### src/rtl/patch_pkg.sv
// Shared definitions for the patch scheduler.
//   pf_state_e      : encoding of the patchifier state seen on pf_state
//   sched_state_e   : scheduler FSM states
//   DefaultNumPatches : default number of patches in one frame
package patch_pkg;

  localparam int unsigned DefaultNumPatches = 16;

  typedef enum logic [1:0] {
    PfIdle       = 2'b00,
    PfProcessing = 2'b01,
    PfDone       = 2'b10
  } pf_state_e;

  typedef enum logic [2:0] {
    StIdle,
    StLaunch,
    StWaitPf,
    StStream,
    StDrain,
    StRelease
  } sched_state_e;

endpackage

### src/rtl/patch_scheduler.sv
// Frame-level scheduler between a patchifier and a downstream patch consumer.
// A start request launches the patchifier, waits for it to finish, then offers
// TOTAL_NUM_PATCHES patch indices over a valid/ready handshake and finally
// releases the patchifier's output. An abort cancels the frame cleanly.
//
// Ports
//   clk             in   single clock
//   reset           in   asynchronous active-low reset
//   start           in   frame request, only honoured when idle
//   abort           in   cancel the current frame
//   busy            out  high whenever not idle
//   frame_done      out  one-cycle pulse on normal completion
//   frame_aborted   out  one-cycle pulse when an aborted frame is released
//   pf_en           out  patchifier enable
//   pf_output_taken out  patchifier release pulse
//   pf_state        in   patchifier state (00 idle, 01 processing, 10 done)
//   patch_valid     out  patch offer
//   patch_ready     in   downstream accept
//   patch_idx       out  index of the offered patch
//   patch_last      out  offered patch is the final one of the frame
module patch_scheduler
  import patch_pkg::*;
#(
  parameter int unsigned TOTAL_NUM_PATCHES = DefaultNumPatches,
  parameter int unsigned PATCH_IDX_W       = $clog2(TOTAL_NUM_PATCHES)
) (
  input  logic                   clk,
  input  logic                   reset,
  input  logic                   start,
  input  logic                   abort,
  output logic                   busy,
  output logic                   frame_done,
  output logic                   frame_aborted,
  output logic                   pf_en,
  output logic                   pf_output_taken,
  input  logic [1:0]             pf_state,
  output logic                   patch_valid,
  input  logic                   patch_ready,
  output logic [PATCH_IDX_W-1:0] patch_idx,
  output logic                   patch_last
);

  localparam logic [PATCH_IDX_W-1:0] LastIdx = PATCH_IDX_W'(TOTAL_NUM_PATCHES - 1);
  localparam logic [PATCH_IDX_W-1:0] IdxOne  = PATCH_IDX_W'(1);

  sched_state_e           state_q;
  logic [PATCH_IDX_W-1:0] idx_q;
  logic                   valid_q;
  logic                   last_q;
  logic                   taken_q;
  logic                   done_q;
  logic                   aborted_q;

  always_ff @(posedge clk or negedge reset) begin
    if (!reset) begin
      state_q   <= StIdle;
      idx_q     <= '0;
      valid_q   <= 1'b0;
      last_q    <= 1'b0;
      taken_q   <= 1'b0;
      done_q    <= 1'b0;
      aborted_q <= 1'b0;
    end else begin
      // Pulses default low; each is raised for exactly one cycle below.
      taken_q   <= 1'b0;
      done_q    <= 1'b0;
      aborted_q <= 1'b0;
      unique case (state_q)
        StIdle: begin
          if (start && !abort) begin
            state_q <= StLaunch;
          end
        end
        StLaunch: begin
          if (abort) begin
            if (pf_state == PfIdle) begin
              // Patchifier never started: nothing to release.
              state_q   <= StIdle;
              aborted_q <= 1'b1;
            end else begin
              state_q <= StDrain;
            end
          end else if (pf_state != PfIdle) begin
            // A patchifier that jumps straight to done is still treated as started.
            state_q <= StWaitPf;
          end
        end
        StWaitPf: begin
          if (abort) begin
            state_q <= StDrain;
          end else if (pf_state == PfDone) begin
            state_q <= StStream;
            idx_q   <= '0;
            valid_q <= 1'b1;
            last_q  <= (LastIdx == '0);
          end
        end
        StStream: begin
          // Abort wins over a coincident handshake; that patch is not accepted.
          if (abort) begin
            state_q <= StDrain;
            valid_q <= 1'b0;
            last_q  <= 1'b0;
          end else if (valid_q && patch_ready) begin
            if (last_q) begin
              state_q <= StRelease;
              valid_q <= 1'b0;
              last_q  <= 1'b0;
              taken_q <= 1'b1;
              done_q  <= 1'b1;
            end else begin
              idx_q  <= idx_q + IdxOne;
              last_q <= ((idx_q + IdxOne) == LastIdx);
            end
          end
        end
        StDrain: begin
          // The patchifier must reach done before its output can be released.
          if (pf_state == PfDone) begin
            state_q   <= StRelease;
            taken_q   <= 1'b1;
            aborted_q <= 1'b1;
          end
        end
        StRelease: begin
          state_q <= StIdle;
        end
        default: begin
          state_q <= StIdle;
        end
      endcase
    end
  end

  assign busy            = (state_q != StIdle);
  assign pf_en           = (state_q == StLaunch) && (pf_state == PfIdle);
  assign pf_output_taken = taken_q;
  assign frame_done      = done_q;
  assign frame_aborted   = aborted_q;
  assign patch_valid     = valid_q;
  assign patch_idx       = idx_q;
  assign patch_last      = last_q;

endmodule

### config.mk
export PLATFORM = sky130hd
export DESIGN_NAME = patch_scheduler
export DESIGN_NICKNAME = d
export VERILOG_FILES = /design/src/rtl/patch_pkg.sv /design/src/rtl/patch_scheduler.sv
export SDC_FILE = /design/constraint.sdc
export NUM_CORES = 1
export LEC_CHECK = 0
export CAP_MARGIN = 20
export CORE_UTILIZATION = 25
export DETAILED_ROUTE_END_ITERATION = 12
export PLACE_DENSITY = 0.48
export SLEW_MARGIN = 20
export SYNTH_ARGS = -nofsm -noshare
export SYNTH_HDL_FRONTEND = slang
export SYNTH_SLANG_ARGS = --single-unit
### constraint.sdc
create_clock -name clk -period 3.45 [get_ports clk]
set_input_delay 0.345 -clock clk [delete_from_list [all_inputs] [get_ports clk]]
set_output_delay 0.345 -clock clk [all_outputs]
set_load 0.01 [all_outputs]
---- Word-level counts from Yosys, hierarchy flattened ----
Index checks and enable logic that the tools add are counted.
storage, ports and cells
  bits in writable memories ............... 0
  latch bits .............................. 0
  input port bits ......................... 7
  output and inout port bits .............. 11
  bits in registers ....................... 12
  logic and storage cells ................. 76
  bits in read-only memories .............. 0
  memories ................................ 0
operators by class
  muxes and demuxes ....................... 38
  bitwise gates (word level) .............. 0
  div/mod/pow operators ................... 0
  magnitude comparators ................... 0
  $mul .................................... 0
  shift operators ......................... 0
  reductions and logical operators ........ 13
  eq/ne operators ......................... 17
  add/sub/neg operators ................... 1
operator list
  kind                 number
  $mux 3               10
  $mux 4               5
  $mux 1               17
  $pmux 3 s5           1
  $ne 2x2->1 const B   7
  $ne 3x3->1 const B   4
  $reduce_and 6->1     2
  $pmux 1 s2           4
  $pmux 4 s2           1
  $eq 3x2->1 const B   2
  $reduce_and 5->1     1
  $add 4x1->4 const B  1
  $eq 4x4->1 const B   1
  $reduce_and 4->1     1
  $reduce_bool 2->1    2
  $eq 3x1->1 const B   1
  $eq 3x3->1 const B   1
  $logic_and 1x1->1    3
  $logic_not 3->1      1
  $reduce_bool 3->1    1
  $eq 2x2->1 const B   1
  $logic_not 2->1      1
  $logic_not 1->1      1

---- Longest topological paths before layout ----
Gate-level depths: netlist of run 1.
  depth after elaboration ................. 6
  gate-level depth with buffers ........... 5
  mapped depth without buffers ............ 4

---- Worst setup path before layout of run 1 ----
OpenSTA, ideal clock, no wires.
  path type ............................... register to register
  start ................................... register state_q[2]
  end ..................................... register idx_q[3], in the netlist patch_idx[3]
  required time ........................... 3.325 ns
  cell stages (with the launch flop) ...... 6
  data arrival time ....................... 1.269 ns
  period minus slack after synthesis ...... 1.393 ns
  setup time .............................. 0.125 ns
  setup slack ............................. 2.057 ns
  path buffers ............................ 1
  cells stage by stage .................... dfrtp_1 buf_6 nand3b_4 or3_1 a21o_1 o2bb2ai_1
on the way
  cells in the longest elaborated chain, start to end .. 3
  elaborated cells on any way between the ends .. 10
  those cells by class .................... eq/ne: 7; mux: 1; reduce/logical: 2
ends and longest elaborated chain
  what                                                              RTL line                text
  start, declared                                                   patch_scheduler.sv:46   sched_state_e state_q;
  start signal, assigned                                            patch_scheduler.sv:56   state_q <= StIdle;
  start signal, assigned                                            patch_scheduler.sv:71   state_q <= StLaunch;
  start signal, assigned                                            patch_scheduler.sv:78   state_q <= StIdle;
  $eq 3x2->1                                                        patch_scheduler.sv:68   unique case (state_q)
  $ne 2x2->1 (no source line) or $reduce_bool 2->1 (tied branches)  --
  $reduce_and 6->1 (no source line)                                 --
  end signal, assigned                                              patch_scheduler.sv:112  idx_q <= idx_q + IdxOne;
  end, declared                                                     patch_scheduler.sv:47   logic [PATCH_IDX_W-1:0] idx_q;
Parallel ways exist; a longest one is shown, timed or not.
A chain may end at the register's enable or synchronous reset.

---- Worst setup path after layout of run 1 ----
  start ................................... register state_q[0]
  end ..................................... output port pf_en
on the way
  cells in the longest elaborated chain, start to end .. 2
ends and longest elaborated chain
  what               RTL line                text
  $eq 3x1->1         patch_scheduler.sv:136  assign pf_en = (state_q == StLaunch) && (pf_state == PfIdle);
  $logic_and 1x1->1  patch_scheduler.sv:136
  end, declared      patch_scheduler.sv:34   output logic pf_en,
Every way passes these cells.

==> results of run 1 <==
==> registers in the layout, indices dropped and copies added (netlist names) <==
register	count
state_q	3
patch_last	1
patch_valid	1
pf_output_taken	1
frame_done	1
frame_aborted	1
patch_idx	4
==> where the power goes <==
group / internal (uW) / switching [uW]
clock network: 64.3 / 53.1
logic: 117 / 91.5
registers: 172 / 67.1
==> how the worst max path moves through the flow <==
| stage | to | slack [ps] | cells past startpoint |
|---|---|---|---|
| finish | pf_en | 1280 | 3 |
| global route | pf_en | 1120 | 3 |
| CTS | pf_en | 1280 | 3 |
| detailed placement | pf_en | 1390 | 3 |
| global placement | pf_en | 1400 | 3 |
| floorplan | patch_idx[3] | 2060 | 5 |
==> area by class of cell <==
class | count | area [um^2]
timing repair buffer | 17 | 170
tap | 31 | 38.8
sequential | 12 | 300
fill | 299 | 1850
clock buffer | 4 | 36.3
inverter | 2 | 7.51
multi-input combinational | 62 | 428
==> cell usage in the layout (no fill, tap or decap), drive strengths merged <==
| cell | netlist | final |
|---|---|---|
| clkdlybuf4s50 | 0 | 17 |
| dfrtp | 12 | 12 |
| nor2 | 10 | 10 |
| nand2 | 5 | 5 |
| nor2b | 4 | 4 |
| o21ai | 4 | 4 |
| o2bb2ai | 4 | 4 |
| clkbuf | 0 | 4 |
| or3 | 3 | 3 |
| nand4 | 3 | 3 |
| nor3b | 3 | 3 |
| nand2b | 3 | 3 |
| inv | 2 | 2 |
| a2bb2oi | 2 | 2 |
| nor3 | 2 | 2 |
| a22oi | 2 | 2 |
| nand3 | 2 | 2 |
| xor2 | 2 | 2 |
| a21oi | 2 | 2 |
| ha | 2 | 2 |
| o32ai | 2 | 2 |
| a31o | 1 | 1 |
| nor4 | 1 | 1 |
| nand3b | 1 | 1 |
| a21o | 1 | 1 |
| a22o | 1 | 1 |
| o31ai | 1 | 1 |
| a31oi | 1 | 1 |
==> cell families (layout without fill, tap and decap cells) <==
| family | after synthesis | in the layout | share of synthesized area, % |
|---|---|---|---|
| flops | 12 | 12 | 39.0 |
| buf+inv | 6 | 23 | 5.52 |
| xor+xnor | 2 | 2 | 2.27 |
| fa+ha+maj | 2 | 2 | 3.25 |
| simple gates | 37 | 37 | 29.1 |
| compound gates | 21 | 21 | 20.9 |
==> critical path: cells and delay by family (launching register included) <==
| family | cells | cell delay [ps] |
|---|---|---|
| simple gates | 2 | 290 |
| flops | 1 | 670 |
| buf+inv | 1 | 580 |
==> per-stage QoR <==
stage	power [uW]	util, %	area [um^2]
finish	565	34.7	981
global route	609	34.7	981
CTS	573	34.7	981
detailed placement	451	33.4	945
global placement	451	33.4	945
floorplan	372	-	771
==> routing by layer <==
layer	part of all wire, %	track usage, %
met1	48	16.4
met2	45	18.4
met3	6.0	4.08
met4	1.3	5.23
met5	0	0
==> impl_metrics.yaml, run 1 <==
logic_synthesis:
  avgSynthCellArea_um2: 9.63
  ys.flop_type: "dfrtp_1"
  yosys_warnings: 0
  synth_area_leader_cell: "dfrtp_1"
  yosysMostFrequentCell: "dfrtp_1"
  synth_top_area_share_pct: 39.0
  synth_edf_count: 0
  synthCells: 80
  synth_seq_area_share_pct: 39.0
  synthesis.nets: 89
  syn_area_um2: 771
  ys_async_sr_fraction_pct: 100
  ys_types: 32
  yosys-top-cells-area: "dfrtp_1 (39%), nor2_1 (4.9%), o2bb2ai_1 (4.5%)"
  ys_ff_latch: 12
  synthTopCellsByCount: "dfrtp_1 (12), nor2_1 (10), nand2_1 (5)"
die:
  rows: 19
  core_area_um2: 2830
  die_area_um2: 3310
  start_util_pct: 27.2
  die_w_um: 57.5
  fp.dieH_um: 57.5
  num_io_pins: 18
clock_network:
  cts_root_buf: "clkbuf_4"
  cts.sinks: 12
  cts_buffer_depth: 2
  clk_pin_slew_ps: 90
  postCtsSetupBuffers: 0
  clk_latency_ps: 290
  htreeDepth: 1
  cts_buffers: 3
  ctsResizeCount: 0
  ctsHoldBuffers: 0
  cts_tree: "yes"
sta:
  rsz0062_at_grt: "false"
  max_freq_ghz: 0.461
  slew_violations: 0
  fin_skew_ps: 9.14
  tns_ps: 0
  period_share_pct: 62.8
  finalSetupViolations: 0
  setup_ws_ps: 1280
  max_slew_margin_pct: 61.1
  tightest_slew_ps: 581
  post-route-min-period_ps: 2170
  hold_violations: 0
  holdWs_ps: 421
route:
  antenna_left: 0
  drt_drc_violations_left: 4
  wl_per_cell_um: 14.0
  drt_iter0_drc: 30
  drt_pass1_iterations: 8
  vias: 657
  wl_mm: 1.79
  via_per_inst: 5.13
power_and_ir_drop:
  ir_drop_mv: 0.193
  p_leak_uw: 0.000412
  powerDensity_nw_per_um2: 576
worst_setup_path:
  r2r_start: "state_q[2]"
  slowest_delay_ps: 670
  startpoint: "state_q[0]"
  rr_endpoint: "patch_idx[3]"
  critPathSlowestCell: "dfrtp_1"
  crit_type: "reg -> out"
  reg2regPathDepth: 4
  regToRegSetupSlack_ps: 1770
  path_cells: "nand2b_4, nor4_1, clkdlybuf4s50_1"
  arrival_ps: 1820
  startpoint_type: "flip-flop"
  end_kind: "output port"
  worstPathRequired_ps: 3110
  worstPathMaxFanout: 13
place:
  dp_cells: 124
  hpwlAfterDp_mm: 1.25
  place_congestion: 0.752
  place_ws_ps: 1390
  io_buffers: 17
final_layout:
  drive_above_1_share_pct: 10.3
  syn_to_final_growth_pct: 27.3
  diodes: 0
  fin_nets: 107
  finalNonFillerCells: 128
outcome:
  violations: "DRC"
  status: "complete, but fails checks"
grt:
  grt_pass1_vias: 672
  overflow: 0
  grt.total_usage_pct: 12.4
  grt_pass1_wl_mm: 3.06
  grt_max_degree: 16
  antenna_found_initial: 0
worst_hold_path:
  hold_class: "in -> async"
flow_run:
  cap_violations: 0
(Power assumes the default switching activity.)
==> run 2, diff against run 1 <==
==> constraint.sdc (replaced) <==
create_clock -name clk -period 2.2 [get_ports clk]
set_input_delay 0.22 -clock clk [delete_from_list [all_inputs] [get_ports clk]]
set_output_delay 0.22 -clock clk [all_outputs]
set_load 0.01 [all_outputs]
==> impl_metrics.yaml, run 2 (synthesized netlist as in run 1, its figures left out) <==
worst_setup_path:
  startpoint_type: "flip-flop"
  critPathSlowestCell: "dfrtp_1"
  worstPathRequired_ps: 1980
  slowest_delay_ps: 650
  path_buf_inv: 1
  path_cells: "nand2b_4, nor4_1, clkdlybuf4s50_1"
  critPathTopFamily: "flip-flops"
  regToRegSetupSlack_ps: 550
  worstPathMaxFanout: 13
  crit_type: "reg -> out"
  end_kind: "output port"
  arrival_ps: 1810
route:
  drt_pass1_iterations: 8
  wl_per_cell_um: 13.5
  via_per_inst: 5.11
  antenna_left: 0
  drt_drc_violations_left: 4
  drt_iter0_drc: 17
  wl_mm: 1.75
  vias: 659
clock_network:
  htreeDepth: 1
  ctsHoldBuffers: 0
  cts_buffers: 3
  cts_buffer_depth: 2
  clk_latency_ps: 270
  postCtsSetupBuffers: 0
  ctsResizeCount: 0
  cts_tree: "yes"
  cts.sinks: 12
  clk_pin_slew_ps: 80
  cts_root_buf: "clkbuf_4"
place:
  io_buffers: 17
  hpwlAfterDp_mm: 1.26
  place_ws_ps: 368
  place_congestion: 0.722
final_layout:
  diodes: 0
  mostFrequentLayoutCells: "clkdlybuf4s50_1 (17), dfrtp_1 (12), nor2_1 (10), nand2_1 (5)"
  drive_above_1_share_pct: 11.2
  largest_reg_flops: 4
  syn_to_final_growth_pct: 28.2
  fin_nets: 108
  finalCoreUtilization_pct: 34.9
  mostFrequentLayoutCell: "clkdlybuf4s50_1"
die:
  core_area_um2: 2830
  fp.dieH_um: 57.5
  rows: 19
  die_area_um2: 3310
  die_w_um: 57.5
  num_io_pins: 18
  start_util_pct: 27.2
power_and_ir_drop:
  power_uw: 881
  powerDensity_nw_per_um2: 892
  ir_drop_mv: 0.221
  p_leak_uw: 0.000417
sta:
  setup_ws_ps: 174
  slew_violations: 0
  hold_violations: 0
  finalSetupViolations: 0
  max_freq_ghz: 0.494
  tightest_slew_ps: 584
  rsz0062_at_grt: "false"
  post-route-min-period_ps: 2030
  max_slew_margin_pct: 60.9
  tns_ps: 0
  fin_skew_ps: 1.46
  period_share_pct: 92.1
grt:
  grt.total_usage_pct: 12.3
  grt_pass1_wl_mm: 3.09
  overflow: 0
  grt_pass1_vias: 661
  grt_max_degree: 14
  antenna_found_initial: 0
worst_hold_path:
  hold_class: "in -> async"
outcome:
  status: "complete, but fails checks"
  violations: "DRC"
flow_run:
  cap_violations: 0
[run 2: metal layers]
| metal | share of wire, % | up-vias | global-route usage [%] |
|---|---|---|---|
| met3 | 4.5 | 2 | 2.95 |
| met5 | 0 | - | 0 |
| met1 | 52 | 314 | 17.4 |
| met4 | 0.63 | 0 | 5.23 |
| li1 | - | 328 | - |
| met2 | 43 | 15 | 17.8 |
[run 2: final timing paths]
kind / start / to / depth (start not counted)
worst max-delay path: state_q[0] / pf_en / 3
worst min-delay path: reset / frame_aborted / 1
worst max register to register: state_q[2] / patch_idx[1] / 4
worst min register to register: patch_idx[3] / patch_idx[3] / 1
max in group asynchronous: reset / patch_idx[0] / 1
min in group clk: patch_idx[3] / patch_idx[3] / 1
[run 2: through the flow]
step / cell area, um^2 / hold WS [ps] / cells
2_1_floorplan: 771 / -75.6 / 80
3_3_place_gp: 952 / 529 / 125
3_5_place_dp: 952 / 520 / 125
4_1_cts: 988 / 334 / 129
5_1_grt: 988 / 355 / 129
6_report: 988 / 318 / 129
[run 2: area by class of cell]
| class | count | area [um^2] |
|---|---|---|
| inverters | 2 | 7.51 |
| clock buffers | 4 | 36.3 |
| well taps | 31 | 38.8 |
| multi-input cells | 62 | 428 |
| fillers | 298 | 1840 |
| flip-flops and latches | 12 | 300 |
| repair buffers | 18 | 178 |
[run 2: where the power goes]
part / internal (uW) / switching (uW) / leakage [uW]
registers: 269 / 104 / 0.000158
clock network: 100 / 76.1 / 0.0000210
logic: 185 / 146 / 0.000238
total: 555 / 326 / 0.000417
